==> src/rtl/ctrl_hazard.sv <==
// rtl/ctrl_hazard.sv - pipeline stall/bubble/flush control with multi-cycle watchdog
module ctrl_hazard #(
  parameter int MC_TIMEOUT = 64,
  parameter int FLUSH_CYC  = 1,
  parameter int CNT_W      = 7
) (
  input  logic        clk,
  input  logic        rstn,
  input  logic [4:0]  id_rs1_addr_i,
  input  logic [4:0]  id_rs2_addr_i,
  input  logic        id_rs1_ren_i,
  input  logic        id_rs2_ren_i,
  input  logic [4:0]  ex_rd_addr_i,
  input  logic        ex_load_i,
  input  logic        ex_mc_start_i,
  input  logic        ex_mc_done_i,
  input  logic        ex_jump_i,
  input  logic [31:0] ex_jump_addr_i,
  output logic [4:0]  stall_o,
  output logic        bubble_o,
  output logic        ex_bubble_o,
  output logic        flush_o,
  output logic        jump_o,
  output logic [31:0] jump_addr_o,
  output logic        mc_timeout_o,
  output logic [1:0]  state_o
);

  typedef enum logic [1:0] {
    RUN     = 2'd0,
    MC_WAIT = 2'd1,
    FLUSH   = 2'd2,
    UNUSED  = 2'd3
  } state_e;

  localparam logic [CNT_W-1:0] MC_LAST = CNT_W'(MC_TIMEOUT - 1);
  localparam logic [CNT_W-1:0] FL_LAST = CNT_W'(FLUSH_CYC - 1);
  localparam logic [CNT_W-1:0] CNT_MAX = {CNT_W{1'b1}};
  localparam logic [CNT_W-1:0] CNT_ONE = CNT_W'(1);

  state_e            state_q, state_d;
  logic [CNT_W-1:0]  cnt_q, cnt_d, cnt_inc;
  logic [31:0]       jump_addr_q;

  logic [4:0]        stall_c;
  logic              bubble_c, ex_bubble_c, flush_c, jump_c, timeout_c;
  logic              lu;

  // Saturating increment so a stuck counter can never wrap back into range
  assign cnt_inc = (cnt_q == CNT_MAX) ? cnt_q : cnt_q + CNT_ONE;

  // Load-use hazard: decode needs a register the load in execute has not produced yet
  assign lu = ex_load_i && (ex_rd_addr_i != 5'd0) &&
              ((id_rs1_ren_i && (id_rs1_addr_i == ex_rd_addr_i)) ||
               (id_rs2_ren_i && (id_rs2_addr_i == ex_rd_addr_i)));

  // Next-state and same-cycle control decode
  always_comb begin
    state_d     = state_q;
    cnt_d       = cnt_q;
    stall_c     = 5'b00000;
    bubble_c    = 1'b0;
    ex_bubble_c = 1'b0;
    flush_c     = 1'b0;
    jump_c      = 1'b0;
    timeout_c   = 1'b0;
    case (state_q)
      RUN: begin
        if (ex_jump_i) begin
          jump_c  = 1'b1;
          flush_c = 1'b1;
          cnt_d   = CNT_ONE;
          state_d = (FLUSH_CYC > 1) ? FLUSH : RUN;
        end else if (ex_mc_start_i) begin
          stall_c     = 5'b00111;
          ex_bubble_c = 1'b1;
          cnt_d       = CNT_ONE;
          state_d     = MC_WAIT;
        end else if (lu) begin
          stall_c  = 5'b00011;
          bubble_c = 1'b1;
        end
      end
      MC_WAIT: begin
        if (ex_mc_done_i) begin
          cnt_d   = '0;
          state_d = RUN;
        end else if (cnt_q == MC_LAST) begin
          timeout_c = 1'b1;
          cnt_d     = '0;
          state_d   = RUN;
        end else begin
          stall_c     = 5'b00111;
          ex_bubble_c = 1'b1;
          cnt_d       = cnt_inc;
        end
      end
      FLUSH: begin
        flush_c = 1'b1;
        if (cnt_q == FL_LAST) begin
          cnt_d   = '0;
          state_d = RUN;
        end else begin
          cnt_d = cnt_inc;
        end
      end
      default: begin
        cnt_d   = '0;
        state_d = RUN;
      end
    endcase
  end

  // State, counter and held jump target
  always_ff @(posedge clk or posedge rstn) begin
    if (rstn) begin
      state_q     <= RUN;
      cnt_q       <= '0;
      jump_addr_q <= 32'h0;
    end else begin
      state_q <= state_d;
      cnt_q   <= cnt_d;
      if (jump_c) begin
        jump_addr_q <= ex_jump_addr_i;
      end
    end
  end

  // Outputs are forced low while reset is asserted, independent of the inputs
  assign stall_o      = rstn ? 5'b00000 : stall_c;
  assign bubble_o     = !rstn && bubble_c;
  assign ex_bubble_o  = !rstn && ex_bubble_c;
  assign flush_o      = !rstn && flush_c;
  assign jump_o       = !rstn && jump_c;
  assign mc_timeout_o = !rstn && timeout_c;
  assign jump_addr_o  = rstn ? 32'h0 : (jump_c ? ex_jump_addr_i : jump_addr_q);
  assign state_o      = state_q;

endmodule

==> config.mk <==
export PLATFORM = sky130hd
export DESIGN_NAME = ctrl_hazard
export DESIGN_NICKNAME = d
export VERILOG_FILES = /design/src/rtl/ctrl_hazard.sv
export SDC_FILE = /design/constraint.sdc
export NUM_CORES = 1
export LEC_CHECK = 0
export ABC_AREA = 1
export CORE_UTILIZATION = 46
export CTS_CLUSTER_SIZE = 10
export DETAILED_ROUTE_END_ITERATION = 16
export PLACE_DENSITY = 0.87
export SLEW_MARGIN = 40
export SYNTH_ARGS = -nofsm -noshare
export SYNTH_HDL_FRONTEND = slang
export SYNTH_SLANG_ARGS = --single-unit
==> constraint.sdc <==
create_clock -name clk -period 2.7 [get_ports clk]
set_input_delay 0.27 -clock clk [delete_from_list [all_inputs] [get_ports clk]]
set_output_delay 0.27 -clock clk [all_outputs]
set_load 0.02 [all_outputs]
# After elaboration in Yosys (flattened, before gate mapping)
# Cells that the tools add are included.
# word_totals
ram_bits	0
romBits	0
mem_count	0
ff_bits	41
latchBits	0
# classes
n_shift	0
addsub	1
multipliers	0
mux	37
order_cmp	0
n_bitwise	0
n_reduce_logical	15
n_eq_ne	9
div	0
# ops
op	n
2-to-1 mux 32 bit	2
2-to-1 mux 7 bit	6
case mux 7 bit (3 select lines)	1
2-to-1 mux 1 bit	13
2-to-1 mux 2 bit	6
2-to-1 mux 3 bit	4
equality test 5 bit	2
logical AND 1 bit	9
adder 7 x 1 -> 7 bit, second input constant	1
equality test 7 x 6 -> 1 bit, second input constant	1
equality test 7 bit, second input constant	1
zero test 7 bit	1
inequality test 3 bit, second input constant	2
case mux 2 bit (3 select lines)	1
case mux 3 bit (2 select lines)	1
2-to-1 mux 5 bit	1
nonzero test 5 bit	1
case mux 1 bit (2 select lines)	2
AND reduction 3 bit	1
equality test 2 x 1 -> 1 bit, second input constant	1
equality test 2 bit, second input constant	1
zero test 2 bit	1
inequality test 2 bit, second input constant	1
zero test 1 bit	1
logical OR 1 bit	1

# Longest topological paths before layout
# depth
depth_word	9
ltp_mapped	9
ltp_nobuf	9

# Worst setup path after synthesis
# No wires, ideal clock.
# synth_timing
kind	input to output
start	input port rstn
end	output port stall_o[1]
required_ns	2.430
path_slack_ns	0.345
path_stages	5
path_buffers	2
arrival_ns	2.085
path_cell_list	clkbuf_1 -> inv_1 -> nand2_1 -> a21oi_1 -> buf_4
# synth_between
elab_chain_cells	1
# synth_rtl
item	line	source
start: declaration	8	input logic rstn,
2-to-1 mux 5 bit	130	assign stall_o = rstn ? 5'b00000 : stall_c;
end: declaration	19	output logic [4:0] stall_o,
# Every way passes these cells.

# Final worst setup path
# layout_timing
start	input port ex_jump_i
end	output port jump_addr_o[4]
# layout_between
elab_chain_cells	4
# layout_rtl
item	line	source
start: declaration	17	input logic ex_jump_i,
2-to-1 mux 1 bit	69	if (ex_jump_i) begin
2-to-1 mux 1 bit	67	case (state_q)
2-to-1 mux 32 bit	--	
2-to-1 mux 32 bit	136	assign jump_addr_o = rstn ? 32'h0 : (jump_c ? ex_jump_addr_i : jump_addr_q);
end: declaration	24	output logic [31:0] jump_addr_o,
# Every way passes these cells.

==> impl_metrics.yaml <==
run_status:
  status: "finished clean"
routing:
  first_iter_violations: 94
  antenna_left: 0
  routed_wl_mm: 5.69
  wl_per_cell_um: 12.2
  vias: 2158
  dr.pass1.iters: 4
  drc: 0
  vias_per_cell: 4.64
clock_network:
  postCtsHoldBufs: 0
  clk_latency_ns: 0.29
  cts.sinks: 40
  cts_max_path_buffers: 2
  clkSlewWorstSetupHoldPaths_ns: 0.07
  cts_tree: "done"
  numCtsBuffers: 5
  cts_root_buffer: "clkbuf_8"
  htreeDepth: 2
cells_and_area:
  nFillCells: 424
  final_common_cell: "clkdlybuf4s50_1"
  final_nets: 454
  mostFrequentLayoutCells: "91 x clkdlybuf4s50_1, 57 x inv_1, 49 x nor2_1"
  n_antenna_cell: 0
  drive_gt1_frac: 0.143
  areaGrowthSynthToFinish_pct: 46.7
  fin_cells: 465
power_and_ir_drop:
  power_density_nw_per_um2: 514
  leakagePower_nw: 1.63
  p_sw_frac: 0.328
  p_sw_w: 0.000579
  pwr-share-seq: 0.408
  power.share.combinational: 0.382
  power_frac_clock: 0.211
  p_int_w: 0.00119
  max-vdd-ir-drop_mv: 0.225
sta:
  hold_viol: 0
  fin_crit_sh: 0.909
  timing.fmax_mhz: 408
  fin_skew_ns: 0.00692
  rsz0062_at_grt: "no"
  setup_viol: 0
  period_needed_ns: 2.45
  report.final.slew_viol_count: 0
  setup_tns_ns: 0
placement:
  hpwlAfterDp_mm: 4.51
  gp_congestion: 0.796
  dpl.cell_count: 458
  numPortBuffers: 95
yosys:
  synth_cell_types: 27
  syn_area_per_cell_sq_um: 7.77
  ys_seq_elements: 40
  ys_seq_area_frac: 0.428
  syn_inst: 301
  yosysWarningCount: 0
  netlist_area_sq_um: 2340
die:
  rows: 25
  die_x_um: 73.3
  start_util: 0.485
  die-area_sq_um: 5370
  die_h_um: 73.3
  coreArea_sq_um: 4820
  io_pins: 99
worst_setup_path:
  cp_max_fo: 11
  arrival_ns: 2.18
  cp.required_ns: 2.43
  end_kind: "primary output"
  setup.worst_path.start_class: "input port"
  worstSetupPathType: "input port to primary output"
global_routing:
  grt.total_usage: 0.230
  grt_first_pass_wirelength_mm: 9.38
  overflow: 0
  antenna_found_initial: 0
  grt_pass1_vias: 2107
  grt_max_degree: 41
hold_path:
  hp-class: "flop to flop"
job:
  max_cap_violations: 0
cell usage after synthesis, drive strengths merged:
library cell   n  share of area
nand2         46          0.079
conb           1         0.0016
clkbuf         8          0.016
xnor2          1         0.0037
xor2           1         0.0037
nor3           3         0.0064
dfrtp         40           0.43
a21oi          3         0.0064
nand3          5          0.013
or2           32          0.086
buf            8          0.026
inv           60          0.096
nand4          1         0.0027
o21ai         39           0.14
ha             1         0.0053
o31ai          2         0.0064
nor2          50          0.083
cell families (layout without fill, tap and decap cells):
group / Yosys count / count (layout) / synth area share
compound gates: 44 / 44 / 0.149
flops: 40 / 40 / 0.428
other cells: 1 / 3 / 0.00160
fa+ha+maj: 1 / 1 / 0.00535
xor+xnor: 2 / 2 / 0.00749
simple gates: 137 / 137 / 0.270
buf+inv: 76 / 171 / 0.138
area by class of cell:
cell class / count / area (sq um) / area share
Multi-Input combinational cell: 187 / 1020 / 0.298
Clock inverter: 1 / 5.00 / 0.00146
Timing Repair Buffer: 104 / 1020 / 0.298
Clock buffer: 6 / 72.6 / 0.0212
Sequential cell: 40 / 1000 / 0.292
Tap cell: 67 / 83.8 / 0.0244
Inverter: 60 / 225 / 0.0656
registers in the layout, indices dropped and copies added (netlist names):
signal,count
jump_addr_q,32
cnt_q,7
state_o,1
worst max-delay path, cell delays in order:
cell and delay, ns:
clkdlybuf4s50_1 0.43, inv_1 0.14, nor2_4 0.05, inv_2 0.21, buf_4 0.26, o21ai_2 0.08, nor2_1 0.12, clkdlybuf4s50_1 0.62
metrics by stage:
stage / setup WS (ns) / cell area [sq um] / total power [W] / hold WS [ns] / utilization
finish: 0.246 / 3430 / 0.00176 / 0.493 / 0.712
global route: 0.103 / 3430 / 0.00188 / 0.511 / 0.712
CTS: 0.0318 / 3430 / 0.00178 / 0.493 / 0.711
detailed placement: 0.222 / 3350 / 0.00141 / 0.473 / 0.696
global placement: 0.263 / 3350 / 0.00138 / 0.476 / 0.696
floorplan: 0.345 / 2350 / 0.00112 / 0.366 / -
power by group through the flow:
stage / clock (W) / combinational (W) / sequential (W)
6_report: 0.000372 / 0.000674 / 0.000719
2_1_floorplan: 0 / 0.000396 / 0.000723
3_3_place_gp: 0 / 0.000660 / 0.000724
3_5_place_dp: 0 / 0.000680 / 0.000732
4_1_cts: 0.000381 / 0.000682 / 0.000720
5_1_grt: 0.000410 / 0.000738 / 0.000730
per-layer routing:
layer | track usage | share of wire | up-vias | wire [um]
met5 | 0 | 0 | - | 0
met4 | 0.0833 | 0.022 | 0 | 126
met3 | 0.0562 | 0.060 | 10 | 339
met2 | 0.414 | 0.51 | 73 | 2910
met1 | 0.265 | 0.41 | 993 | 2310
li1 | - | - | 1082 | -
timing repair:
item / in CTS / in global routing
resized for setup: 2 / 2
endpoints found under the setup margin: 2 / 2
buffers inserted: 0 / 0
final timing paths:
| kind | from | to | slack, ns | depth (start not counted) |
|---|---|---|---|---|
| worst min-delay path | cnt_q[5]$_DFFE_PP0P_ | cnt_q[5]$_DFFE_PP0P_ | 0.49 | 2 |
| max in group asynchronous | rstn | jump_addr_q[30]$_DFF_PP0_ | 1.66 | 3 |
| worst max register to register | cnt_q[0]$_DFFE_PP0P_ | state_o[0]$_DFFE_PP0P_ | 1.19 | 8 |
| worst min register to register | cnt_q[5]$_DFFE_PP0P_ | cnt_q[5]$_DFFE_PP0P_ | 0.49 | 2 |
| worst max-delay path | ex_jump_i | jump_addr_o[4] | 0.25 | 8 |
| min in group asynchronous | rstn | cnt_q[1]$_DFFE_PP0P_ | 0.69 | 3 |
No activity file was read; power rests on OpenSTA's default activity.
